`src/rtl/mem_stage_ctrl_pkg.sv`:
```
// Shared definitions for the memory-stage controller: FSM encoding, funct3 codes
// and the access-legality rule.
package mem_stage_ctrl_pkg;

    typedef enum logic [1:0] {
        ST_IDLE = 2'd0,
        ST_BUSY = 2'd1,
        ST_DONE = 2'd2
    } state_e;

    localparam logic [1:0] RESULT_SRC_LOAD = 2'b01;

    localparam logic [2:0] F3_LB  = 3'b000;
    localparam logic [2:0] F3_LH  = 3'b001;
    localparam logic [2:0] F3_LW  = 3'b010;
    localparam logic [2:0] F3_LBU = 3'b100;
    localparam logic [2:0] F3_LHU = 3'b101;
    localparam logic [2:0] F3_SB  = 3'b000;
    localparam logic [2:0] F3_SH  = 3'b001;
    localparam logic [2:0] F3_SW  = 3'b010;

    // Unsupported size codes plus halfword/word accesses that straddle their natural alignment.
    function automatic logic access_illegal(input logic is_store, input logic [2:0] funct3,
                                            input logic [1:0] offset);
        logic bad;
        if (is_store) begin
            bad = !((funct3 == F3_SB) || (funct3 == F3_SH) || (funct3 == F3_SW));
        end else begin
            bad = (funct3 == 3'b011) || (funct3 == 3'b110) || (funct3 == 3'b111);
        end
        if ((funct3[1:0] == 2'b01) && offset[0]) begin
            bad = 1'b1;
        end else if ((funct3[1:0] == 2'b10) && (offset != 2'b00)) begin
            bad = 1'b1;
        end else begin
            bad = bad;
        end
        return bad;
    endfunction

endpackage

```
`src/rtl/ls_align.sv`:
```
// Byte-lane enables, store-data replication and load-data lane select/extension.
module ls_align
    import mem_stage_ctrl_pkg::*;
(
    input  logic [2:0]  funct3,
    input  logic [1:0]  offset,
    input  logic [31:0] wdata,
    input  logic [31:0] rdata,
    output logic [3:0]  be,
    output logic [31:0] wdata_rep,
    output logic [31:0] rdata_ext
);

    logic [31:0] shifted_s;

    assign shifted_s = rdata >> {offset, 3'b000};

    // Store side: enables and replicated data chosen by access size.
    always_comb begin
        be        = 4'b0000;
        wdata_rep = wdata;
        case (funct3[1:0])
            2'b00: begin
                be        = 4'b0001 << offset;
                wdata_rep = {4{wdata[7:0]}};
            end
            2'b01: begin
                be        = 4'b0011 << offset;
                wdata_rep = {2{wdata[15:0]}};
            end
            2'b10: begin
                be        = 4'b1111;
                wdata_rep = wdata;
            end
            default: begin
                be        = 4'b0000;
                wdata_rep = wdata;
            end
        endcase
    end

    // Load side: lane already shifted down to bit 0, then sign- or zero-extended.
    always_comb begin
        rdata_ext = 32'd0;
        case (funct3)
            F3_LB:   rdata_ext = {{24{shifted_s[7]}}, shifted_s[7:0]};
            F3_LH:   rdata_ext = {{16{shifted_s[15]}}, shifted_s[15:0]};
            F3_LW:   rdata_ext = shifted_s;
            F3_LBU:  rdata_ext = {24'd0, shifted_s[7:0]};
            F3_LHU:  rdata_ext = {16'd0, shifted_s[15:0]};
            default: rdata_ext = 32'd0;
        endcase
    end

endmodule

```
`src/rtl/mem_stage_ctrl.sv`:
```
// Memory-stage controller: turns M-stage loads/stores into a req/ack bus access,
// stalling the pipeline until the access completes or times out.
module mem_stage_ctrl
    import mem_stage_ctrl_pkg::*;
#(
    parameter int unsigned TIMEOUT_CYCLES = 255
) (
    input  logic        clk,
    input  logic        reset,
    input  logic [1:0]  ResultSrcM,
    input  logic        MemWriteM,
    input  logic [31:0] ALUResultM,
    input  logic [31:0] WriteDataM,
    input  logic [2:0]  funct3M,
    output logic        mem_req,
    output logic        mem_we,
    output logic [31:0] mem_addr,
    output logic [31:0] mem_wdata,
    output logic [3:0]  mem_be,
    input  logic        mem_ack,
    input  logic [31:0] mem_rdata,
    output logic        StallM,
    output logic [31:0] ReadDataM,
    output logic        MemFaultM,
    output logic        BusErrM
);

    localparam logic [7:0] TIMEOUT_LAST = 8'(TIMEOUT_CYCLES - 1);

    state_e      state_r;
    logic [7:0]  cnt_r;
    logic [2:0]  funct3_r;
    logic [1:0]  offset_r;
    logic        is_load_r;

    logic        is_store_s;
    logic        is_load_s;
    logic        pending_s;
    logic        illegal_s;
    logic        start_s;
    logic        timeout_s;
    logic [2:0]  align_f3_s;
    logic [1:0]  align_off_s;
    logic [3:0]  be_s;
    logic [31:0] wdata_rep_s;
    logic [31:0] rdata_ext_s;

    assign is_store_s = MemWriteM;
    assign is_load_s  = (ResultSrcM == RESULT_SRC_LOAD) && !MemWriteM;
    assign pending_s  = is_store_s || is_load_s;
    assign illegal_s  = access_illegal(is_store_s, funct3M, ALUResultM[1:0]);
    assign start_s    = (state_r == ST_IDLE) && pending_s && !illegal_s;
    assign timeout_s  = !mem_ack && (cnt_r == TIMEOUT_LAST);

    // Stall and fault must react in the same cycle the instruction shows up, so they
    // are decoded from state and inputs; reset masks them so a held load cannot stall.
    assign StallM    = !reset && (start_s || (state_r == ST_BUSY));
    assign MemFaultM = !reset && (state_r == ST_IDLE) && pending_s && illegal_s;

    // The shared aligner serves the live instruction in IDLE and the captured one afterwards.
    assign align_f3_s  = (state_r == ST_IDLE) ? funct3M : funct3_r;
    assign align_off_s = (state_r == ST_IDLE) ? ALUResultM[1:0] : offset_r;

    ls_align u_ls_align (
        .funct3    (align_f3_s),
        .offset    (align_off_s),
        .wdata     (WriteDataM),
        .rdata     (mem_rdata),
        .be        (be_s),
        .wdata_rep (wdata_rep_s),
        .rdata_ext (rdata_ext_s)
    );

    // Access FSM with registered bus-side outputs, load result and bus-error pulse.
    always_ff @(posedge clk or posedge reset) begin
        if (reset) begin
            state_r   <= ST_IDLE;
            cnt_r     <= 8'd0;
            funct3_r  <= 3'd0;
            offset_r  <= 2'd0;
            is_load_r <= 1'b0;
            mem_req   <= 1'b0;
            mem_we    <= 1'b0;
            mem_addr  <= 32'd0;
            mem_wdata <= 32'd0;
            mem_be    <= 4'd0;
            ReadDataM <= 32'd0;
            BusErrM   <= 1'b0;
        end else begin
            BusErrM <= 1'b0;
            case (state_r)
                ST_IDLE: begin
                    ReadDataM <= 32'd0;
                    if (start_s) begin
                        state_r   <= ST_BUSY;
                        cnt_r     <= 8'd0;
                        mem_req   <= 1'b1;
                        mem_we    <= is_store_s;
                        mem_addr  <= {ALUResultM[31:2], 2'b00};
                        mem_wdata <= wdata_rep_s;
                        mem_be    <= be_s;
                        funct3_r  <= funct3M;
                        offset_r  <= ALUResultM[1:0];
                        is_load_r <= is_load_s;
                    end else begin
                        state_r <= ST_IDLE;
                    end
                end
                ST_BUSY: begin
                    // An ack in the timeout cycle wins: it is checked first.
                    if (mem_ack) begin
                        state_r   <= ST_DONE;
                        mem_req   <= 1'b0;
                        ReadDataM <= is_load_r ? rdata_ext_s : 32'd0;
                    end else if (timeout_s) begin
                        state_r   <= ST_DONE;
                        mem_req   <= 1'b0;
                        ReadDataM <= 32'd0;
                        BusErrM   <= 1'b1;
                    end else begin
                        cnt_r <= cnt_r + 8'd1;
                    end
                end
                ST_DONE: begin
                    state_r   <= ST_IDLE;
                    ReadDataM <= 32'd0;
                end
                default: begin
                    state_r   <= ST_IDLE;
                    mem_req   <= 1'b0;
                    ReadDataM <= 32'd0;
                end
            endcase
        end
    end

endmodule

```
`config.mk`:
```
export PLATFORM = sky130hd
export DESIGN_NAME = mem_stage_ctrl
export DESIGN_NICKNAME = d
export VERILOG_FILES = /design/src/rtl/mem_stage_ctrl_pkg.sv /design/src/rtl/ls_align.sv /design/src/rtl/mem_stage_ctrl.sv
export SDC_FILE = /design/constraint.sdc
export NUM_CORES = 1
export LEC_CHECK = 0
export ABC_CLOCK_PERIOD_IN_PS = 4690
export CAP_MARGIN = 20
export CELL_PAD_IN_SITES_DETAIL_PLACEMENT = 2
export CELL_PAD_IN_SITES_GLOBAL_PLACEMENT = 2
export CORE_MARGIN = 2
export CORE_UTILIZATION = 26
export DETAILED_ROUTE_END_ITERATION = 10
export PLACE_DENSITY_LB_ADDON = 0.1
export REMOVE_ABC_BUFFERS = 1
export SKIP_CTS_REPAIR_TIMING = 1
export SYNTH_ARGS = -nofsm -noshare
export SYNTH_HDL_FRONTEND = slang
export SYNTH_SLANG_ARGS = --single-unit
export TNS_END_PERCENT = 10
```
`constraint.sdc`:
```
create_clock -name clk -period 4.69 [get_ports clk]
set_input_delay 0.938 -clock clk [delete_from_list [all_inputs] [get_ports clk]]
set_output_delay 0.938 -clock clk [all_outputs]
set_load 0.02 [all_outputs]
```
* Word-level counts from Yosys, hierarchy flattened
Index checks and enable logic that the tools add are counted.
** Cells by class
- $add $sub $neg :: 1
- Eq/ne operators :: 21
- Shift-type cells :: 3
- Multiplexer cells :: 27
- Bitwise gates (word level) :: 1
- Reductions and logical operators :: 30
** Operator list (number)
- $pmux W32 S5 :: 1
- $mux W32 :: 4
- $pmux W32 S2 :: 1
- $shr A32 B5 Y32 :: 1
- $mux W8 :: 3
- $pmux W8 S2 :: 1
- $eq A3 B3 Y1 const B :: 4
- $pmux W4 S3 :: 1
- $logic_and A1 B1 Y1 :: 10
- $mux W1 :: 10
- $eq A3 B2 Y1 const B :: 3
- $add A8 B1 Y8 const B :: 1
- $eq A2 B1 Y1 const B :: 4
- $eq A8 B8 Y1 const B :: 1
- $eq A2 B2 Y1 const B :: 3
- $eq A3 B1 Y1 const B :: 2
- $logic_not A3 Y1 :: 2
- $logic_or A1 B1 Y1 :: 6
- $mux W2 :: 3
- $ne A2 B2 Y1 const B :: 3
- $logic_not A1 Y1 :: 5
- $logic_not A2 Y1 :: 2
- $pmux W2 S2 :: 1
- $reduce_and A4 Y1 :: 1
- other kinds (9) :: 10
** Storage, ports and cells
- Bits in registers :: 117
- Bits of input ports :: 105
- Output and inout bits :: 105

* Logic depth before layout (Yosys ltp)
Gate-level depths: netlist of run 1.
- Word-level depth :: 11
- Mapped depth :: 9
- Gate-level depth less buffers :: 7

* By module
Synthesis of run 1 repeated with hierarchy kept, for this count alone.
** Second synthesis, totals
- Cells, all modules :: 485
- Area total of the unflattened synthesis :: 5856.9 um^2
** Modules (own cells, without submodules)
- mem_stage_ctrl :: instances 1, cells each 306, area each 4626.9 um^2, seq. area each 2927.8 um^2
- ls_align :: instances 1, cells each 179, area each 1229.9 um^2, seq. area each 0.0 um^2

* Worst setup path after synthesis of run 1
No wires, ideal clock.
- Path kind :: in2out
- From :: input port funct3M[0]
- To :: output port StallM
- Data arrival time :: 2.457 ns
- Required time :: 3.752 ns
- Path slack :: 1.295 ns
- Stages on the path :: 6
- Path through :: clkbuf_1 > a221oi_1 > o221ai_1 > buf_2 > buf_2 > a21oi_1
** On the way
- Word-level cells in the longest chain between the ends :: 11
** Ends and longest elaborated chain
- start, declared :: line mem_stage_ctrl.sv:14 : input logic [2:0] funct3M,
- $eq A3 B1 Y1 or $logic_not A3 Y1 (tied branches) :: line mem_stage_ctrl_pkg.sv:27 : bad = !((funct3 == F3_SB) || (funct3 == F3_SH) || (funct3 == F3_SW));
- $logic_or A1 B1 Y1 (2 in series) :: line mem_stage_ctrl_pkg.sv:27
- $logic_not A1 Y1 :: line mem_stage_ctrl_pkg.sv:27
- $mux W1 :: line mem_stage_ctrl_pkg.sv:26 : if (is_store) begin
- $mux W1 :: line mem_stage_ctrl_pkg.sv:33 : end else if ((funct3[1:0] == 2'b10) && (offset != 2'b00)) begin
- $mux W1 * :: line mem_stage_ctrl_pkg.sv:31 : if ((funct3[1:0] == 2'b01) && offset[0]) begin
- $logic_not A1 Y1 * :: line mem_stage_ctrl.sv:52 : assign start_s = (state_r == ST_IDLE) && pending_s && !illegal_s;
- $logic_and A1 B1 Y1 * :: line mem_stage_ctrl.sv:52
- $logic_or A1 B1 Y1 * :: line mem_stage_ctrl.sv:57 : assign StallM = !reset && (start_s || (state_r == ST_BUSY));
- $logic_and A1 B1 Y1 * :: line mem_stage_ctrl.sv:57
- end, declared :: line mem_stage_ctrl.sv:22 : output logic StallM,
Every way passes the cells marked *; elsewhere a longest branch is shown, timed or not.

* Final worst setup path of run 1
- From :: input port ALUResultM[0]
- To :: output port StallM
** On the way
- Word-level cells in the longest chain between the ends :: 8
** Ends and longest elaborated chain
- start, declared :: line mem_stage_ctrl.sv:12 : input logic [31:0] ALUResultM,
- $reduce_bool A2 Y1 :: line mem_stage_ctrl_pkg.sv:33
- $logic_and A1 B1 Y1 :: line mem_stage_ctrl_pkg.sv:33
- $mux W1 :: line mem_stage_ctrl_pkg.sv:33
- $mux W1 * :: line mem_stage_ctrl_pkg.sv:31
- $logic_not A1 Y1 * :: line mem_stage_ctrl.sv:52
- $logic_and A1 B1 Y1 * :: line mem_stage_ctrl.sv:52
- $logic_or A1 B1 Y1 * :: line mem_stage_ctrl.sv:57
- $logic_and A1 B1 Y1 * :: line mem_stage_ctrl.sv:57
Marked as above.

==> out/metrics.cfg, run 1 <==
[synthesis]
syn_area_um2 = 5570
synth.area.top_cells = dfrtp_1 53%, nand2_1 14%, mux2i_1 3.2%
synth-compound-area-share = 0.148
synthSimpleGateAreaFrac = 0.211
yosys_warnings = 0
synth.most_common_cell = nand2_1
yosysSeqAreaShare = 0.526
yosys.area.top_type = dfrtp_1
synthTopCellsByCount = 202 x nand2_1, 117 x dfrtp_1, 31 x o21ai_0
syn_inst = 585
synth_edf_count = 0
synth_top_area_share = 0.526
async_reset_ff_frac = 1.00
synth_cell_types = 55
synth_fa_ha_area_frac = 0.00449
syn_area_per_cell_um2 = 9.52
synth_top_family_by_area = simple AND/OR/NAND/NOR gates
synthXorXnorAreaFrac = 0.00786
ys_dominant_reg_cell = dfrtp_1
synth_seq_cells = 117
synth.area.mux_share = 0.0584

[placed_design]
gp_congestion = 0.764
dpl_cell_area_um2 = 7880
post-dp-hpwl_um = 14800
port-buffer-count = 207
place_ws_ns = 0.547

[floorplan]
ioPinCount = 210
num_rows = 53
die_w_um = 150
initial_utilization = 0.265
die_h_um = 150
die_area_um2 = 22600
core-area_um2 = 21000

[clock_tree]
clk_pin_slew_worst_paths_ns = 0.05
clk_latency_ns = 0.41
clk_root_buffer_cell = clkbuf_16
htreeDepth = 4
cts_buffers = 17
cts_max_path_buffers = 2
clock-sinks = 117
cts_tree = yes

[hold_path]
hp-class = flip-flop to flip-flop
hold_path_depth = 2

[sta]
tns_ns = 0
fin_crit_sh = 0.887
hold_slack_ns = 0.475
period_minus_slack_ns = 4.16
worstMarginPinSlew_ns = 0.918
worst_slack_ns = 0.532
relSlewSlack = 0.388
drv_slew = 0
rsz0062_at_grt = no
hold_viol_final = 0
max_freq_ghz = 0.240
setup_viol = 0
skew_ns = 0.0107

[grt]
grt_pass1_wl_um = 32300
grt_pass1_vias = 5820
grt_overflow = 0
grtUsageTotal = 0.187
grt_start_max_net_pins = 66
antenna_found_initial = 0

[route]
drtIter0Drc = 116
via_per_inst = 4.90
ant_nets = 0
wl_per_cell_um = 19.5
drtPass1Iterations = 6
num_vias = 5233
drc = 0
finalWirelength_um = 20900

[layout]
nFillCells = 2292
nNetsFinal = 888
n_antenna_cell = 0
multi_input_area_um2 = 2450
utilization = 0.404
stdcell_area_um2 = 8500
seqCellArea_um2 = 2930
area_growth_pct = 52.6
drive_above_1_share = 0.0806

[pwr]
power.internal_mw = 2.84
power.clock.fraction = 0.319
switching_power_mw = 1.49
powerDensity_nw_per_um2 = 510
peakVddDrop_uv = 243
power.leakage_nw = 3.78
p_comb_frac = 0.353
pwr-share-seq = 0.328
switching_share = 0.344

[outcome]
status = finished, final reports clean

[worst_setup_path]
crit_fanout = 6
required_ns = 3.75
r2r_cells = 5
crit_type = primary input to output port
cp-start-kind = primary input
arrival_ns = 3.22
end_kind = output port

[job]
cap_violations = 0

power groups by stage:
stage	clock, mW	combinational, mW	sequential [mW]
2_1_floorplan	0	0.480	1.68
3_3_place_gp	0	1.52	1.41
3_5_place_dp	0	1.56	1.44
4_1_cts	1.42	1.56	1.42
5_1_grt	1.47	1.66	1.46
6_report	1.38	1.53	1.42
kinds of logic after synthesis:
group	count (synthesis)
compound gates	111
xor+xnor	5
fa+ha+maj	2
buf+inv	43
flops	117
mux	30
other cells	1
simple gates	276
layer usage:
layer	GRT usage	vias up	routed length, um
li1	-	2417	-
met3	0.0712	23	1610
met5	0	-	0
met1	0.210	2638	8160
met2	0.332	155	10800
met4	0.0514	0	304
registers in the layout, summed over array words and instances, names as in the netlist, 2 cells and up:
| signal | flops |
|---|---|
| mem_wdata | 32 |
| mem_be | 4 |
| state_r | 2 |
| cnt_r | 8 |
| funct3_r | 3 |
| ReadDataM | 32 |
| offset_r | 2 |
| mem_addr | 30 |
through the flow:
step                power, mW  std cells
floorplan                2.16        547
global placement         2.94       1037
detailed placement       2.99       1037
CTS                      4.41       1069
global route             4.59       1069
finish                   4.33       1069
final timing paths:
path                       slack (ns)          start            end
min in group asynchronous        1.11          reset    funct3_r[1]
max in group asynchronous        2.75          reset    mem_addr[5]
setup reg to reg                 1.90     state_r[0]  ReadDataM[23]
hold reg to reg                  0.47    mem_addr[5]    mem_addr[5]
hold / removal                   0.47    mem_addr[5]    mem_addr[5]
setup / recovery                 0.53  ALUResultM[0]         StallM
cells in the final DEF, fill, tap and decap left out, types with 5 or more instances in the layout:
| master | count |
|---|---|
| dfrtp_1 | 117 |
| clkdlybuf4s50_1 | 207 |
| a22oi_1 | 15 |
| mux2i_1 | 18 |
| a32o_1 | 7 |
| nor2b_1 | 10 |
| nand2_1 | 202 |
| mux2_2 | 9 |
| o2111ai_1 | 7 |
| xor2_1 | 5 |
| a21oi_1 | 14 |
| buf_4 | 7 |
| clkinv_2 | 5 |
| clkbuf_16 | 17 |
| o21ai_0 | 31 |
| o211ai_1 | 7 |
| nand3_1 | 23 |
| nor2_1 | 13 |
| a221oi_1 | 9 |
final cells by class:
cell class | count | area share
Sequential cell | 117 | 0.345
Tap cell | 275 | 0.0405
Multi-Input combinational cell | 426 | 0.288
Clock inverter | 10 | 0.0180
Timing Repair Buffer | 215 | 0.252
Inverter | 4 | 0.00206
Clock buffer | 22 | 0.0546
worst max-delay path, cell delays in order:
cell	delay, ns
clkdlybuf4s50_1	0.54
nor4_1	0.77
o221ai_4	0.17
a21oi_1	0.18
clkdlybuf4s50_1	0.62
Note: power is estimated with default switching activity, not from simulation.
==> run 2, diff against run 1 <==
--- a/config.mk
+++ b/config.mk
@@ -5,12 +5,12 @@
 export SDC_FILE = /design/constraint.sdc
 export NUM_CORES = 1
 export LEC_CHECK = 0
-export ABC_CLOCK_PERIOD_IN_PS = 4690
+export ABC_CLOCK_PERIOD_IN_PS = 3550
 export CAP_MARGIN = 20
 export CELL_PAD_IN_SITES_DETAIL_PLACEMENT = 2
 export CELL_PAD_IN_SITES_GLOBAL_PLACEMENT = 2
 export CORE_MARGIN = 2
-export CORE_UTILIZATION = 26
+export CORE_UTILIZATION = 23
 export DETAILED_ROUTE_END_ITERATION = 10
 export PLACE_DENSITY_LB_ADDON = 0.1
 export REMOVE_ABC_BUFFERS = 1
==> constraint.sdc (replaced) <==
create_clock -name clk -period 3.55 [get_ports clk]
set_input_delay 0.71 -clock clk [delete_from_list [all_inputs] [get_ports clk]]
set_output_delay 0.71 -clock clk [all_outputs]
set_load 0.02 [all_outputs]
==> run 2 against run 1 <==
Net effect:
- clock power grew 36%
- combinational power rose by 32%
- global-route usage decreased by 1.8 points
- sequential share of layout area is 0.81 points lower
- critical endpoint unchanged
- largest power group unchanged
==> out/metrics.cfg, run 2 (same netlist as run 1, synthesis figures left out) <==
[outcome]
status = finished, final reports clean  ; unchanged

[floorplan]
die_area_um2 = 25500  ; was 22600 um2
die_h_um = 160  ; was 150 um
core-area_um2 = 23600  ; was 21000 um2
ioPinCount = 210  ; unchanged
num_rows = 56  ; was 53
initial_utilization = 0.236  ; was 0.265
die_w_um = 160  ; was 150 um

[grt]
grt_overflow = 0  ; unchanged
antenna_found_initial = 1  ; was 0
grt_pass1_wl_um = 34100  ; was 32300 um
grt_pass1_vias = 5971  ; was 5820
grtUsageTotal = 0.169  ; was 0.187
grt_start_max_net_pins = 105  ; was 66

[route]
via_per_inst = 4.65  ; was 4.90
dr_wl_met3_um = 1610  ; about the same
num_vias = 5249  ; was 5233
dr_wl_met2_um = 10600  ; was 10800 um
finalWirelength_um = 21200  ; was 20900 um
drtIter0Drc = 149  ; was 116
wl_met1_um = 8770  ; was 8160 um
wl_per_cell_um = 18.7  ; was 19.5 um
drc = 0  ; unchanged
ant_nets = 0  ; unchanged
top_layer = met5  ; was met4
drtPass1Iterations = 4  ; was 6

[worst_setup_path]
worstPathCellList = clkdlybuf4s50_1, nor4_1, buf_4, o221ai_4, a21oi_1, clkdlybuf4s50_1  ; was clkdlybuf4s50_1, nor4_1, o221ai_4, a21oi_1, clkdlybuf4s50_1
max_stage_delay_ns = 0.64  ; was 0.77 ns
cp_top_family = buffers and inverters  ; unchanged
required_ns = 2.84  ; was 3.75 ns
cp-start-kind = primary input  ; unchanged
cp_num_buf_inv = 3  ; was 2
end_kind = output port  ; unchanged
arrival_ns = 2.66  ; was 3.22 ns
crit_top_cell = clkdlybuf4s50_1  ; unchanged
crit_type = primary input to output port  ; unchanged
slowest_stage = clkdlybuf4s50_1  ; was nor4_1
crit_fanout = 3  ; was 6

[layout]
nNetsFinal = 904  ; was 888
n_antenna_cell = 0  ; unchanged
final_common_cell = clkdlybuf4s50_1  ; unchanged
drive_above_1_share = 0.102  ; was 0.0806
area_growth_pct = 56.2  ; was 52.6%
nFillCells = 2589  ; was 2292
utilization = 0.369  ; was 0.404
reg_top3 = ReadDataM x32, mem_wdata x32, mem_addr x30  ; unchanged
final_cell_mix = 207 x clkdlybuf4s50_1, 202 x nand2_1, 117 x dfrtp_1  ; unchanged

[sta]
drv_slew = 0  ; unchanged
worstMarginPinSlew_ns = 1.06  ; was 0.918 ns
hold_viol_final = 0  ; unchanged
setup_viol = 0  ; unchanged
rsz0062_at_grt = no  ; unchanged
skew_ns = 0.0107  ; about the same
fin_crit_sh = 0.949
relSlewSlack = 0.297  ; was 0.388
max_freq_ghz = 0.297
period_minus_slack_ns = 3.37
worst_slack_ns = 0.181  ; was 0.532 ns

[clock_tree]
clk_latency_ns = 0.42  ; was 0.41 ns
cts_tree = yes  ; unchanged
cts_max_path_buffers = 2  ; unchanged
htreeDepth = 4  ; unchanged
clock-sinks = 117  ; unchanged
clk_pin_slew_worst_paths_ns = 0.06  ; was 0.05 ns
cts_buffers = 17  ; unchanged
clk_root_buffer_cell = clkbuf_16  ; unchanged

[placed_design]
place_ws_ns = 0.132  ; was 0.547 ns
port-buffer-count = 207  ; unchanged
post-dp-hpwl_um = 15100  ; was 14800 um
gp_congestion = 0.752  ; was 0.764

[hold_path]
hp-class = flip-flop to flip-flop  ; unchanged

[pwr]
peakVddDrop_uv = 310  ; was 243 uV
power.leakage_nw = 3.86  ; was 3.78 nW
powerDensity_nw_per_um2 = 663  ; was 510 nW/um2

[job]
cap_violations = 0  ; unchanged

==> run 2: final cells by class <==
cell class | instances | area, um2 | area share
clock buffer | 20 | 457 | 0.0525
clock inverter | 12 | 178 | 0.0204
inverter | 4 | 17.5 | 0.00201
multi-input combinational | 426 | 2440 | 0.281
sequential | 117 | 2930 | 0.336
tap | 319 | 399 | 0.0459
timing repair buffer | 231 | 2280 | 0.262
==> run 2: per-stage QoR <==
| step | hold slack (ns) | setup TNS [ns] | power, mW | cells | cell area (um2) |
|---|---|---|---|---|---|
| after floorplan | 0.450 | -138.06 | 2.86 | 547 | 5340 |
| after global placement | 0.459 | 0 | 3.88 | 1096 | 8060 |
| after detailed placement | 0.467 | 0 | 3.96 | 1097 | 8070 |
| after CTS | 0.486 | 0 | 5.88 | 1129 | 8700 |
| after global routing | 0.510 | 0 | 6.13 | 1129 | 8700 |
| final | 0.478 | 0 | 5.77 | 1129 | 8700 |
==> run 2: routing by layer <==
metal	vias up	GRT usage
met5	-	0
met4	2	0.0475
met3	18	0.0579
met2	153	0.290
met1	2625	0.202
li1	2451	-
==> run 2: power by group <==
group          switching (mW)  total [mW]  internal (mW)
combinational            1.11        2.02          0.911
clock                   0.659        1.87           1.21
sequential              0.218        1.88           1.66
total                    1.99        5.77           3.78
==> run 2: worst paths after layout <==
check	from	to	slack [ns]	cells past startpoint
min	mem_wdata[3]	mem_wdata[3]	0.48	2
min in group asynchronous	reset	mem_addr[3]	0.88	2
max reg2reg	state_r[0]	ReadDataM[26]	1.02	6
max	ALUResultM[0]	StallM	0.18	6
min reg2reg	mem_wdata[3]	mem_wdata[3]	0.48	2
max in group asynchronous	reset	ReadDataM[5]	1.99	3
==> run 2: worst register-to-register path, stage by stage (launching register included) <==
cell     delay [ns]
dfrtp_1        0.52
or2_1          0.49
mux2i_2        0.30
buf_4          0.30
and4_1         0.57
a22oi_1        0.15
nand3_1        0.13
